--- src/rtl/revaluate_multi_gen_pkg.sv ---
// rtl/revaluate_multi_gen_pkg.sv - shared FSM encoding and named rules for revaluate_multi_gen
// The optional REVAL_WRAP_EN build changes only the boundary handling in reval_next_gen.
package revaluate_multi_gen_pkg;

   typedef enum logic [1:0] {
      ST_IDLE = 2'd0,
      ST_EVAL = 2'd1,
      ST_DONE = 2'd2
   } state_t;

   localparam logic [7:0] RULE_CLEAR   = 8'h00;
   localparam logic [7:0] RULE_IDENT   = 8'hCC;
   localparam logic [7:0] RULE_SHIFT_L = 8'hAA;
   localparam logic [7:0] RULE_90      = 8'h5A;

endpackage

--- src/rtl/revaluate_multi_gen_if.sv ---
// rtl/revaluate_multi_gen_if.sv - start/busy/done run interface of revaluate_multi_gen
// Master is the system controller, slave is the engine.
interface revaluate_multi_gen_if #(
   parameter int NUM_CELLS = 16,
   parameter int GEN_W     = 8
);
   logic                 start;
   logic [NUM_CELLS-1:0] data_in;
   logic [7:0]           rule;
   logic [GEN_W-1:0]     generations;
   logic                 busy;
   logic                 done;
   logic [NUM_CELLS-1:0] data_out;

   modport master (
      output start, data_in, rule, generations,
      input  busy, done, data_out
   );

   modport slave (
      input  start, data_in, rule, generations,
      output busy, done, data_out
   );
endinterface

--- src/rtl/revaluate_multi_gen_next_gen.sv ---
// rtl/revaluate_multi_gen_next_gen.sv - one combinational generation of the cell vector
// Boundary neighbours read 0 unless REVAL_WRAP_EN selects a toroidal ring.
module reval_next_gen #(
   parameter int NUM_CELLS = 16
) (
   input  logic [NUM_CELLS-1:0] cells,
   input  logic [7:0]           rule,
   output logic [NUM_CELLS-1:0] next_cells
);

   logic edge_l;
   logic edge_r;

`ifdef REVAL_WRAP_EN
   assign edge_l = cells[0];
   assign edge_r = cells[NUM_CELLS-1];
`else
   assign edge_l = 1'b0;
   assign edge_r = 1'b0;
`endif

   // Left neighbour sits at the higher index, right neighbour at the lower index.
   for (genvar i = 0; i < NUM_CELLS; i++) begin : g_cell
      logic l;
      logic r;
      if (i == NUM_CELLS - 1) begin : g_left_edge
         assign l = edge_l;
      end else begin : g_left_inner
         assign l = cells[i+1];
      end
      if (i == 0) begin : g_right_edge
         assign r = edge_r;
      end else begin : g_right_inner
         assign r = cells[i-1];
      end
      assign next_cells[i] = rule[{l, cells[i], r}];
   end

endmodule

--- src/rtl/revaluate_multi_gen.sv ---
// rtl/revaluate_multi_gen.sv - multi-generation 1-D cellular automaton engine
// Build option REVAL_WRAP_EN selects toroidal boundaries (see reval_next_gen).
module revaluate_multi_gen
   import revaluate_multi_gen_pkg::*;
#(
   parameter int NUM_CELLS = 16,
   parameter int GEN_W     = 8
) (
   input logic                   clk,
   input logic                   rst,
   revaluate_multi_gen_if.slave  bus
);

   state_t               state_q;
   state_t               state_d;
   logic [NUM_CELLS-1:0] cells_q;
   logic [NUM_CELLS-1:0] next_cells;
   logic [7:0]           rule_q;
   logic [GEN_W-1:0]     cnt_q;
   logic                 busy;
   logic                 done;

   reval_next_gen #(.NUM_CELLS(NUM_CELLS)) u_next_gen (
      .cells      (cells_q),
      .rule       (rule_q),
      .next_cells (next_cells)
   );

   always_ff @(posedge clk) begin
      if (rst) begin
         state_q <= ST_IDLE;
      end else begin
         state_q <= state_d;
      end
   end

   always_ff @(posedge clk) begin
      if (rst) begin
         cells_q <= '0;
         rule_q  <= '0;
         cnt_q   <= '0;
      end else begin
         case (state_q)
            ST_IDLE: begin
               if (bus.start) begin
                  cells_q <= bus.data_in;
                  rule_q  <= bus.rule;
                  cnt_q   <= bus.generations;
               end
            end
            ST_EVAL: begin
               cells_q <= next_cells;
               cnt_q   <= cnt_q - GEN_W'(1);
            end
            default: ;
         endcase
      end
   end

   // A zero-generation run skips EVAL so done still lands right after the start edge.
   always_comb begin
      state_d = state_q;
      busy    = 1'b0;
      done    = 1'b0;
      case (state_q)
         ST_IDLE: begin
            if (bus.start) begin
               state_d = (bus.generations != '0) ? ST_EVAL : ST_DONE;
            end
         end
         ST_EVAL: begin
            busy = 1'b1;
            if (cnt_q == GEN_W'(1)) begin
               state_d = ST_DONE;
            end
         end
         ST_DONE: begin
            done    = 1'b1;
            state_d = ST_IDLE;
         end
         default: state_d = ST_IDLE;
      endcase
   end

   assign bus.busy     = busy;
   assign bus.done     = done;
   assign bus.data_out = cells_q;

endmodule

--- src/flat_wrapper.sv ---
// flat-port wrapper written by rule: the top's interface ports become plain ports
module revaluate_multi_gen_flat import revaluate_multi_gen_pkg::*;
#(
   parameter int NUM_CELLS = 16,
   parameter int GEN_W     = 8
)
  (clk, rst, bus_start, bus_data_in, bus_rule, bus_generations, bus_busy, bus_done, bus_data_out);
  revaluate_multi_gen_if #(.NUM_CELLS(NUM_CELLS), .GEN_W(GEN_W)) bus_i ();
  input logic clk;
  input logic rst;
  input wire logic [$bits(bus_i.start)-1:0] bus_start;
  input wire logic [$bits(bus_i.data_in)-1:0] bus_data_in;
  input wire logic [$bits(bus_i.rule)-1:0] bus_rule;
  input wire logic [$bits(bus_i.generations)-1:0] bus_generations;
  output wire logic [$bits(bus_i.busy)-1:0] bus_busy;
  output wire logic [$bits(bus_i.done)-1:0] bus_done;
  output wire logic [$bits(bus_i.data_out)-1:0] bus_data_out;
  assign bus_i.start = bus_start;
  assign bus_i.data_in = bus_data_in;
  assign bus_i.rule = bus_rule;
  assign bus_i.generations = bus_generations;
  assign bus_busy = bus_i.busy;
  assign bus_done = bus_i.done;
  assign bus_data_out = bus_i.data_out;
  revaluate_multi_gen #(.NUM_CELLS(NUM_CELLS), .GEN_W(GEN_W)) u_core (.clk(clk), .rst(rst), .bus(bus_i));
endmodule
--- config.mk ---
export PLATFORM = sky130hd
export DESIGN_NAME = revaluate_multi_gen_flat
export DESIGN_NICKNAME = d
export VERILOG_FILES = /design/src/rtl/revaluate_multi_gen_pkg.sv /design/src/rtl/revaluate_multi_gen_if.sv /design/src/rtl/revaluate_multi_gen_next_gen.sv /design/src/rtl/revaluate_multi_gen.sv /design/src/flat_wrapper.sv
export SDC_FILE = /design/constraint.sdc
export NUM_CORES = 1
export LEC_CHECK = 0
export CAP_MARGIN = 10
export CORE_MARGIN = 8
export CORE_UTILIZATION = 53
export CTS_BUF_LIST = sky130_fd_sc_hd__clkbuf_2
export CTS_CLUSTER_SIZE = 10
export DETAILED_ROUTE_END_ITERATION = 16
export PLACE_DENSITY = 0.83
export SYNTH_ARGS = -nofsm -noshare
export SYNTH_HDL_FRONTEND = slang
export SYNTH_SLANG_ARGS = --single-unit
--- constraint.sdc ---
create_clock -name clk -period 1.9 [get_ports clk]
set_input_delay 0.57 -clock clk [delete_from_list [all_inputs] [get_ports clk]]
set_output_delay 0.57 -clock clk [all_outputs]
set_load 0.05 [all_outputs]
==> results.md <==
* Final wirelength at 7134 um
* Setup crit start kind: register
* EDFF count, synth at 0
* Hold Buf Count CTS at 0
* Fin util at 0.7368
* Clock slew at reported path FFs at 0.19 ns
* Post-Synthesis Cells at 323
* Synth Net Count at 360
* Drt pass-1 iters at 6
* Yosys reg bits at 34
* TritonCTS Sinks at 34
* IO buf count at 52
* Final HPWL DP at 5069 um
* Setup TNS at 0 ns
* Sequential area share after synthesis at 0.2847
* Overflow after GRT at 0
* CTS tree: yes
* Hold crit path type: register to register
* Row count at 24
* Final Hold Viols at 0
* CTS Buffer Depth at 2
* Kind of critical path: register to output port
* Post-DRT Antenna Nets at 0
* Slowest stage delay, CP at 0.68 ns
* Post-Synth XOR/XNOR Area at 0
* Library cells used by synthesis at 43
* Post-Syn Area at 0.002391 sq mm
* Placer Congestion at 0.8919
* Crit path max-delay family: flip-flops
* Slowest CP cell: dfxtp_1
* Area grow syn2layout at 34.17%
* Post-Synth Simple-Gate Area at 0.3093
* DRC viols at 0
* Crit-path max FO at 15
* Mux contribution to synthesized area at 0.07849
* WP buf/inv at 1
* First-pass GRT wire length at 11,760 um
* Vias in the first global route at 2,542
* Tot GR Track Use at 0.1961
* Multi-input gate area at 0.001534 sq mm
* Drt initial violations at 277
* TritonCTS buffer count at 5
* Routed length per placed instance at 17.07 um
* CP arrival at 1.27 ns
* Die Ht at 83.17 um
* Synth top area share at 0.2847
* Maximum VDD drop at 0.4179 mV
* CTS H-tree lvls at 2
* Chip Width at 83.17 um
* Avg Vias per Cell at 6.443
* IO Pins at 53
* CTS Root Buffer Type: clkbuf_2
* Synth Warn # at 0
* Power per Cell Area at 802.4 mW/mm^2
* Core Area at 0.004354 sq mm
* Critical Path Sink Type: output port
* Design Area, Final at 0.003208 sq mm
* Synth Area per Inst at 7.403 sq um
* Final Cycle Share at 0.9700
* Slew @ Worst Pin at 0.5064 ns
* Top post-synthesis cells by area: dfxtp_1, a21oi_1, nand2_1
* Worst path cell trace: buf_12
* Die area at 0.006916 sq mm
* Largest net degree at the start of global routing at 35
* Synth Area in Compound Gates at 0.2402
* Post-synthesis adder-cell area fraction at 0.01047
* Worst-Skew Late Latency at 0.39 ns
* Via count at 2,693
* Placed Area at 0.003159 sq mm
* Slew Viols, Final at 0
* Register area at 689.4 sq um
* Relative slew slack at 0.6619
* Fin nets at 403
* N_diodes at 0
* Fillers at 331
* Max Fclk at 542.6 MHz
* Critical path data required time at 1.33 ns
* Initial Util at 0.5491
* Layout cells sized above 1 at 0.1721
* Yosys top cell by area: dfxtp_1
* Clock skew at 0.01799 ns
* P_leak at 0.001122 uW
* Initial antenna violation count at 0
* # setup viols final at 0
* Outcome: finished, final reports clean
* Main flop type after synthesis: dfxtp_1
* Async set or reset register ratio after synthesis at 0
* Largest family of logic cells by synthesized area: simple AND/OR/NAND/NOR gates
* Top post-synthesis cells by count: nand2_1, a21oi_1, dfxtp_1
* Maxcap violations at 0
* Tmin final at 1.843 ns
* Most frequent cell after synthesis: nand2_1
* Unrepaired setup endpoints after global routing: no
==> power breakdown <==
part	total [uW]	internal (uW)	switching, uW
Sequential	1060	808	248
Combinational	1180	594	584
Clock	339	79.8	260
==> metrics by stage <==
step | power [uW] | std cells | setup WS (ns) | hold WS, ns
final | 2574 | 418 | 0.05698 | 0.4691
after global routing | 2727 | 418 | 0.0007959 | 0.4745
after CTS | 2559 | 418 | 0.006222 | 0.4701
after detailed placement | 2228 | 411 | -0.2923 | 0.5037
after global placement | 2204 | 411 | -0.2055 | 0.5011
after floorplan | 1735 | 323 | 0.1188 | 0.4585
==> registers in the layout (all words and copies together) (netlist names) <==
register / cells
u_core.state_q: 2
u_core.rule_q: 8
u_core.bus.data_out: 16
u_core.cnt_q: 8
==> area by class of cell <==
cell class,count,area share
inverter,10,0.01170
multi-input combinational,244,0.4782
clock inverter,2,0.003120
sequential,34,0.2149
timing repair buffer,71,0.2640
tap,52,0.02028
clock buffer,5,0.007800
==> routing by layer <==
metal / track usage / vias to the layer above / part of all wire
li1: - / 1284 / -
met1: 0.2316 / 1235 / 0.41
met2: 0.3274 / 147 / 0.49
met3: 0.04785 / 27 / 0.084
met4: 0.08466 / 0 / 0.023
met5: 0 / - / 0
==> placed cells by master, fill, tap and decap left out, types with 5 or more instances in the layout <==
cell	instances
a211oi_1	6
a21oi_1	37
a31oi_1	14
a32oi_1	11
buf_12	18
buf_4	18
clkbuf_2	5
clkdlybuf4s50_1	34
dfxtp_1	29
inv_1	9
mux4_2	7
nand2_1	46
nand2b_1	19
nand4_1	9
nand4b_1	6
nor2_1	33
nor4_1	13
==> worst paths after layout <==
kind | from | end | slack, ns | depth (start not counted)
setup / recovery | u_core.bus.data_out[9] | bus_data_out[9] | 0.06 | 1
setup reg to reg | u_core.state_q[1] | u_core.cnt_q[5] | 0.19 | 4
hold / removal | u_core.state_q[1] | u_core.state_q[1] | 0.47 | 1
hold reg to reg | u_core.state_q[1] | u_core.state_q[1] | 0.47 | 1
==> repair_timing <==
item / 4_1_cts / 5_1_grt
setup endpoints to repair: 1 / 5
gates resized for setup: 1 / 6
buffers inserted: 0 / 0
==> logic make-up after synthesis <==
group / after synthesis
simple gates: 144
compound gates: 88
buf+inv: 45
flops: 34
fa+ha+maj: 2
mux: 10
(Power assumes the default switching activity.)
